**config.mk**
```make
export PLATFORM = sky130hd
export DESIGN_NAME = alu_seq
export DESIGN_NICKNAME = d
export VERILOG_FILES = /design/src/rtl/alu_pkg.sv /design/src/rtl/alu_seq_div.sv /design/src/rtl/alu_seq.sv
export SDC_FILE = /design/constraint.sdc
export NUM_CORES = 1
export LEC_CHECK = 0
export BUFFER_PORTS_ARGS = -buffer_cell sky130_fd_sc_hd__buf_2
export CAP_MARGIN = 30
export CELL_PAD_IN_SITES_DETAIL_PLACEMENT = 0
export CELL_PAD_IN_SITES_GLOBAL_PLACEMENT = 2
export CORE_MARGIN = 2
export CORE_UTILIZATION = 34
export CTS_CLUSTER_SIZE = 25
export DETAILED_ROUTE_END_ITERATION = 12
export GPL_ROUTABILITY_DRIVEN = 0
export PLACE_DENSITY = 0.75
export SETUP_SLACK_MARGIN = 0.1
export SLEW_MARGIN = 20
export SYNTH_ARGS = -nofsm -noshare
export SYNTH_HDL_FRONTEND = slang
export SYNTH_SLANG_ARGS = --single-unit
export TNS_END_PERCENT = 5
```
**constraint.sdc**
```tcl
create_clock -name CLK -period 3.3 [get_ports CLK]
set_input_delay 0.33 -clock CLK [delete_from_list [all_inputs] [get_ports CLK]]
set_output_delay 0.33 -clock CLK [all_outputs]
set_load 0.01 [all_outputs]
```
**src/rtl/alu_pkg.sv**
```systemverilog
// rtl/alu_pkg.sv - opcodes, FSM states and compare result codes for alu_seq
package alu_pkg;

    typedef enum logic [3:0] {
        OP_ADD  = 4'h0,
        OP_SUB  = 4'h1,
        OP_MUL  = 4'h2,
        OP_DIV  = 4'h3,
        OP_AND  = 4'h4,
        OP_OR   = 4'h5,
        OP_NAND = 4'h6,
        OP_NOR  = 4'h7,
        OP_XOR  = 4'h8,
        OP_XNOR = 4'h9,
        OP_EQ   = 4'hA,
        OP_GT   = 4'hB,
        OP_LT   = 4'hC,
        OP_SHR  = 4'hD,
        OP_SHL  = 4'hE,
        OP_ROL  = 4'hF
    } alu_op_e;

    typedef enum logic [1:0] {
        IDLE = 2'd0,
        DIV  = 2'd1,
        DONE = 2'd2
    } alu_state_e;

    localparam logic [1:0] CMP_EQ_CODE = 2'd1;
    localparam logic [1:0] CMP_GT_CODE = 2'd2;
    localparam logic [1:0] CMP_LT_CODE = 2'd3;

    // Opcode class as {shift, cmp, logic, arith}
    function automatic logic [3:0] op_class(input alu_op_e op);
        logic [3:0] cls;
        cls = 4'b0000;
        if (op <= OP_DIV)       cls[0] = 1'b1;
        else if (op <= OP_XNOR) cls[1] = 1'b1;
        else if (op <= OP_LT)   cls[2] = 1'b1;
        else                    cls[3] = 1'b1;
        return cls;
    endfunction

endpackage

```
**src/rtl/alu_seq_div.sv**
```systemverilog
// rtl/alu_seq_div.sv - restoring divider, one quotient bit per cycle
module alu_seq_div import alu_pkg::*; #(
    parameter int W = 8
) (
    input  logic         CLK,
    input  logic         RST,
    input  logic         start,
    input  logic [W-1:0] dividend,
    input  logic [W-1:0] divisor,
    output logic         busy,
    output logic         done,
    output logic [W-1:0] quotient,
    output logic [W-1:0] remainder
);

    localparam int CW = $clog2(W);

    logic [W-1:0]  r_rem;
    logic [W-1:0]  r_quo;
    logic [W-1:0]  r_dvs;
    logic [CW-1:0] r_cnt;
    logic          r_busy;
    logic          r_done;

    logic [W-1:0]  w_rem_src;
    logic [W-1:0]  w_quo_src;
    logic [W-1:0]  w_dvs_src;
    logic [W:0]    w_shift;
    logic [W:0]    w_trial;
    logic          w_bit;
    logic [W-1:0]  w_rem_next;
    logic [W-1:0]  w_quo_next;

    // The first step runs on the start edge straight from the operands,
    // so the last bit settles W-1 edges later.
    always_comb begin
        w_rem_src  = start ? '0 : r_rem;
        w_quo_src  = start ? dividend : r_quo;
        w_dvs_src  = start ? divisor : r_dvs;
        w_shift    = {w_rem_src, w_quo_src[W-1]};
        w_trial    = w_shift - {1'b0, w_dvs_src};
        w_bit      = ~w_trial[W];
        w_rem_next = w_bit ? w_trial[W-1:0] : w_shift[W-1:0];
        w_quo_next = {w_quo_src[W-2:0], w_bit};
    end

    always_ff @(posedge CLK or negedge RST) begin
        if (!RST) begin
            r_rem  <= '0;
            r_quo  <= '0;
            r_dvs  <= '0;
            r_cnt  <= '0;
            r_busy <= 1'b0;
            r_done <= 1'b0;
        end else begin
            r_done <= 1'b0;
            if (start) begin
                r_rem  <= w_rem_next;
                r_quo  <= w_quo_next;
                r_dvs  <= divisor;
                r_cnt  <= CW'(W - 1);
                r_busy <= 1'b1;
            end else if (r_busy) begin
                r_rem <= w_rem_next;
                r_quo <= w_quo_next;
                r_cnt <= r_cnt - CW'(1);
                if (r_cnt == CW'(1)) begin
                    r_busy <= 1'b0;
                    r_done <= 1'b1;
                end
            end
        end
    end

    assign busy      = r_busy;
    assign done      = r_done;
    assign quotient  = r_quo;
    assign remainder = r_rem;

endmodule

```
**src/rtl/alu_seq.sv**
```systemverilog
// rtl/alu_seq.sv - sequential ALU top, iterative divide; optional flags via ALU_FLAGS_EN
module alu_seq import alu_pkg::*; #(
    parameter int OPER_WIDTH = 8
) (
    input  logic                    CLK,
    input  logic                    RST,
    input  logic                    EN,
    input  logic [OPER_WIDTH-1:0]   A,
    input  logic [OPER_WIDTH-1:0]   B,
    input  logic [3:0]              ALU_FUN,
    output logic                    IN_READY,
    output logic [2*OPER_WIDTH-1:0] ALU_OUT,
    output logic                    OUT_VALID,
    output logic                    DIV_BY_ZERO
`ifdef ALU_FLAGS_EN
    ,
    output logic                    ARITH_FLAG,
    output logic                    LOGIC_FLAG,
    output logic                    CMP_FLAG,
    output logic                    SHIFT_FLAG,
    output logic                    ZERO_FLAG
`endif
);

    localparam int OUT_WIDTH = 2 * OPER_WIDTH;
    localparam logic [OUT_WIDTH-3:0] CMP_PAD = '0;

    alu_state_e             r_state;
    logic [OUT_WIDTH-1:0]   r_alu_out;
    logic                   r_out_valid;
    logic                   r_div_by_zero;
    logic                   r_in_ready;

    alu_op_e                w_op;
    logic [OUT_WIDTH-1:0]   w_a_ext;
    logic [OUT_WIDTH-1:0]   w_b_ext;
    logic [OPER_WIDTH-1:0]  w_logic;
    logic [OUT_WIDTH-1:0]   w_result;
    logic                   w_accept;
    logic                   w_div_start;
    logic                   w_div_busy;
    logic                   w_div_done;
    logic [OPER_WIDTH-1:0]  w_quo;
    logic [OPER_WIDTH-1:0]  w_rem;
    logic                   w_load;
    logic [OUT_WIDTH-1:0]   w_load_val;

    assign w_op        = alu_op_e'(ALU_FUN);
    assign w_a_ext     = {{OPER_WIDTH{1'b0}}, A};
    assign w_b_ext     = {{OPER_WIDTH{1'b0}}, B};
    assign w_accept    = EN & r_in_ready & ~w_div_busy;
    assign w_div_start = w_accept & (w_op == OP_DIV) & (B != '0);

    always_comb begin
        w_logic = '0;
        case (w_op)
            OP_AND:  w_logic = A & B;
            OP_OR:   w_logic = A | B;
            OP_NAND: w_logic = ~(A & B);
            OP_NOR:  w_logic = ~(A | B);
            OP_XOR:  w_logic = A ^ B;
            OP_XNOR: w_logic = ~(A ^ B);
            default: w_logic = '0;
        endcase
    end

    always_comb begin
        w_result = '0;
        case (w_op)
            OP_ADD:  w_result = w_a_ext + w_b_ext;
            OP_SUB:  w_result = w_a_ext - w_b_ext;
            OP_MUL:  w_result = w_a_ext * w_b_ext;
            OP_DIV:  w_result = {A, {OPER_WIDTH{1'b1}}};
            OP_AND, OP_OR, OP_NAND, OP_NOR, OP_XOR, OP_XNOR:
                     w_result = {{OPER_WIDTH{1'b0}}, w_logic};
            OP_EQ:   w_result = (A == B) ? {CMP_PAD, CMP_EQ_CODE} : '0;
            OP_GT:   w_result = (A > B)  ? {CMP_PAD, CMP_GT_CODE} : '0;
            OP_LT:   w_result = (A < B)  ? {CMP_PAD, CMP_LT_CODE} : '0;
            OP_SHR:  w_result = w_a_ext >> 1;
            OP_SHL:  w_result = w_a_ext << 1;
            OP_ROL:  w_result = {{OPER_WIDTH{1'b0}}, A[OPER_WIDTH-2:0], A[OPER_WIDTH-1]};
            default: w_result = '0;
        endcase
    end

    alu_seq_div #(.W(OPER_WIDTH)) u_div (
        .CLK       (CLK),
        .RST       (RST),
        .start     (w_div_start),
        .dividend  (A),
        .divisor   (B),
        .busy      (w_div_busy),
        .done      (w_div_done),
        .quotient  (w_quo),
        .remainder (w_rem)
    );

    // A divide-by-zero request never enters DIV and loads like a single-cycle op.
    always_comb begin
        w_load     = 1'b0;
        w_load_val = w_result;
        if (r_state == DIV) begin
            w_load     = w_div_done;
            w_load_val = {w_rem, w_quo};
        end else if (w_accept && !w_div_start) begin
            w_load = 1'b1;
        end
    end

    always_ff @(posedge CLK or negedge RST) begin
        if (!RST) begin
            r_state       <= IDLE;
            r_alu_out     <= '0;
            r_out_valid   <= 1'b0;
            r_div_by_zero <= 1'b0;
            r_in_ready    <= 1'b1;
        end else begin
            r_out_valid   <= 1'b0;
            r_div_by_zero <= 1'b0;
            if (w_load) begin
                r_alu_out     <= w_load_val;
                r_out_valid   <= 1'b1;
                r_div_by_zero <= (r_state != DIV) && (w_op == OP_DIV);
            end
            case (r_state)
                DIV: begin
                    if (w_div_done) begin
                        r_state    <= DONE;
                        r_in_ready <= 1'b1;
                    end
                end
                default: begin
                    r_state <= IDLE;
                    if (w_div_start) begin
                        r_state    <= DIV;
                        r_in_ready <= 1'b0;
                    end
                end
            endcase
        end
    end

    assign IN_READY    = r_in_ready;
    assign ALU_OUT     = r_alu_out;
    assign OUT_VALID   = r_out_valid;
    assign DIV_BY_ZERO = r_div_by_zero;

`ifdef ALU_FLAGS_EN
    alu_op_e    w_load_op;
    logic [4:0] r_flags;

    assign w_load_op = (r_state == DIV) ? OP_DIV : w_op;

    always_ff @(posedge CLK or negedge RST) begin
        if (!RST) begin
            r_flags <= '0;
        end else if (w_load) begin
            r_flags <= {(w_load_val == '0), op_class(w_load_op)};
        end else begin
            r_flags <= '0;
        end
    end

    assign ARITH_FLAG = r_flags[0];
    assign LOGIC_FLAG = r_flags[1];
    assign CMP_FLAG   = r_flags[2];
    assign SHIFT_FLAG = r_flags[3];
    assign ZERO_FLAG  = r_flags[4];
`else
    // Default build carries no flag state.
`endif

endmodule

```
==> results.yml <==
setup_path:
  endpoint_kind: "flip-flop"
  path_delay_family: "adder cells"
  critical_path.reg2reg.startpoint: "IN_READY"
  cp_data_arrival_time_ps: 4670
  path_buf_inv: 4
  max_stage_delay_ps: 560
  start_kind: "input port"
  crit_path_frequent_cell: "fa_1"
  critical_path_cell_count: 16
  crit_required_ps: 3510
  rr_worst_depth: 15
  cp_max_fo: 4
  critical_path.slowest_cell: "or4b_4"
  startpoint: "A[2]"
  critPathKind: "input port to flip-flop"
  cp_cell_sequence: "buf_2, nand2_1, fa_1, fa_1, inv_1, fa_1, inv_1, fa_1, inv_2, ha_4, nand2_2, a21oi_2, or4b_4, a311o_1, or4_1, a31oi_1"
clock_network:
  clk_latency_ps: 300
  cts_made_buffers: 5
  cts_root_buf: "clkbuf_16"
  cts_tree: "built"
  ctsHtreeMaxLevel: 2
  cts_hold_buf: 0
  cts_sinks: 50
  clkSlewWorstSetupHoldPaths_ps: 70
  cts_buffer_depth: 2
timing:
  drv_slew: 0
  worstMarginPinSlew_ps: 880
  hold_viol: 0
  timing.fmax_mhz: 224
  period_minus_slack_ps: 4470
  tns_ps: -11150
  setup_violations: 21
  slew_headroom_pct: 41.2
  worst_slack_ps: -1170
  grt_setup_unrepaired: "true"
  fin_crit_sh_pct: 135
  fin_worst_skew_ps: 9.45
synth:
  syn_avg_cell_area_um2: 7.94
  synth-main-ff-cell: "dfrtp_1"
  yosysWarnings: 0
  synth_seq_cells: 50
  async_reset_ff_share_pct: 100
  synth-edff-count: 0
  yosysSeqAreaShare_pct: 19.3
  syn_inst: 818
  synth.distinct_cells: 71
  syn-num-nets: 950
  synthesis.area_um2: 6500
cells_and_area:
  drive_above_1_share_pct: 27.6
  syn_to_final_growth_pct: 30.2
  diodes: 0
  fillers: 1857
  nets: 1112
  fin_area_um2: 8460
  final_common_cell: "buf_4"
  layout_common_cells: "buf_4, nand2_1, inv_1"
power_and_ir_drop:
  clkPwrFrac_pct: 9.2
  power.internal_mw: 3.17
  combPwrFrac_pct: 72.2
  ir_worst_vdd_uv: 475
  leakage_nw: 3.99
  seqPwrFrac_pct: 18.5
  switching_share_pct: 46.1
  cellPowerDensity_nw_per_um2: 696
  power_switching_mw: 2.71
detailed_routing:
  via_per_inst: 5.42
  drt_iter0_drc: 413
  drc: 0
  ant_nets: 0
  wl_per_cell_um: 19.2
  num_vias: 6584
  dr.pass1.iters: 5
  drt-total-wl_um: 23300
floorplan:
  die_y_um: 142
  dieArea_um2: 20200
  fp-row-count: 50
  core_um2: 18700
  io_pins: 42
  start_util_pct: 34.7
  die_x_um: 142
global_routing:
  grt_usage_pct: 23.3
  grt_pass1_vias: 6651
  antenna_found_initial: 0
  grt_max_degree: 38
  grt-ovfl-total: 0
  grt_pass1_wl_um: 36800
outcome:
  outcome: "complete, but fails checks"
  violations: "negative setup slack"
placement:
  port_buffers: 41
  place_hpwl_um: 18900
  placed_cell_area_um2: 8070
hold_path:
  min_path_type: "input port to asynchronous set/reset pin"
flow_run:
  cap_violations: 0
==> metal layers <==
| metal | vias to the layer above | global-route usage (%) | share of wire [%] |
|---|---|---|---|
| li1 | 3151 | - | - |
| met2 | 187 | 38.7 | 48 |
| met5 | - | 0 | 0 |
| met3 | 35 | 2.62 | 4.0 |
| met1 | 3211 | 31.6 | 45 |
| met4 | 0 | 7.84 | 3.2 |
==> registers in the layout, indices dropped and copies added, names as in the netlist <==
name and flops:
OUT_VALID 1, u_div.quotient 8, r_state 2, u_div.r_cnt 3, DIV_BY_ZERO 1, u_div.r_dvs 8
ALU_OUT 16, u_div.busy 1, u_div.done 1, IN_READY 1, u_div.remainder 8
==> worst register-to-register path: stages (launching register included) <==
cell,delay [ps]
dfstp_2,530
and3b_1,210
o211ai_1,150
buf_4,190
buf_4,150
nand2_1,70
a21boi_2,180
inv_1,90
fa_1,450
nand2b_4,170
a21oi_1,120
buf_4,150
o2bb2ai_4,100
xnor2_2,220
mux2_2,360
o21ai_1,130
==> power groups by stage <==
stage	clock (mW)	sequential (mW)	combinational, mW
3_3_place_gp	0	1.09	3.97
2_1_floorplan	0	1.07	2.49
3_5_place_dp	0	1.10	4.07
4_1_cts	0.552	1.09	4.15
6_report	0.542	1.09	4.25
5_1_grt	0.579	1.12	4.70
==> through the flow <==
step	worst slack, ps	power (mW)	hold WS, ps	utilization (%)	std cells
3_5_place_dp	-1510	5.17	452	43.2	1199
6_report	-1170	5.88	108	45.2	1215
4_1_cts	-1210	5.78	135	44.6	1215
3_3_place_gp	-1450	5.06	444	43.2	1199
5_1_grt	-1310	6.40	166	45.2	1215
2_1_floorplan	-1090	3.56	34.4	-	818
==> timing repair <==
| action | in CTS | in global routing |
|---|---|---|
| endpoints found under the setup margin | 21 | 22 |
| pin swaps | 4 | 10 |
| buffers inserted | 8 | 0 |
| gates resized for setup | 15 | 27 |
==> worst paths after layout <==
kind                                       to  slack [ps]
hold / removal                 u_div.r_cnt[2]         110
hold reg to reg                    ALU_OUT[9]         500
min in group CLK               u_div.r_dvs[1]         460
max in group asynchronous          ALU_OUT[7]        2450
setup / recovery                  ALU_OUT[15]       -1170
setup reg to reg           u_div.remainder[0]         -40
==> synthesized netlist by cell type (all sizes together), types with 7 or more instances <==
cell type	instances	area share [%]
xnor2	22	3.1
nor2	83	4.8
nor2b	11	1.1
o31ai	7	0.81
nand3	12	0.92
o211ai	7	0.81
nand2b	16	1.5
clkbuf	26	1.5
dfrtp	49	19
o22ai	9	0.87
buf	13	0.92
fa	39	12
xor2	10	1.3
a21oi	51	4.0
and3	11	1.1
nand2	82	4.7
o21ai	51	3.9
a21boi	9	1.0
inv	90	5.2
ha	70	13
nor3	14	1.1
and2	10	0.96
mux2i	7	1.1
a31oi	9	0.87
a22oi	11	1.3
==> area by class of cell <==
type                    instances  area (µm²)  area share, %
inverters                      95         395           4.68
well taps                     234         293           3.46
repair buffers                194        1370           16.2
multi-input cells             634        4990           59.0
flip-flops and latches         50        1250           14.8
clock inverters                 3        26.3          0.311
clock buffers                   5         125           1.48
==> logic make-up after synthesis <==
family	count (synthesis)	share of synthesized area, %
mux	8	1.25
fa+ha+maj	109	25.5
simple gates	272	20.1
flops	50	19.3
compound gates	213	21.6
xor+xnor	32	4.43
buf+inv	134	7.92
No activity file was read; power rests on OpenSTA's default activity.
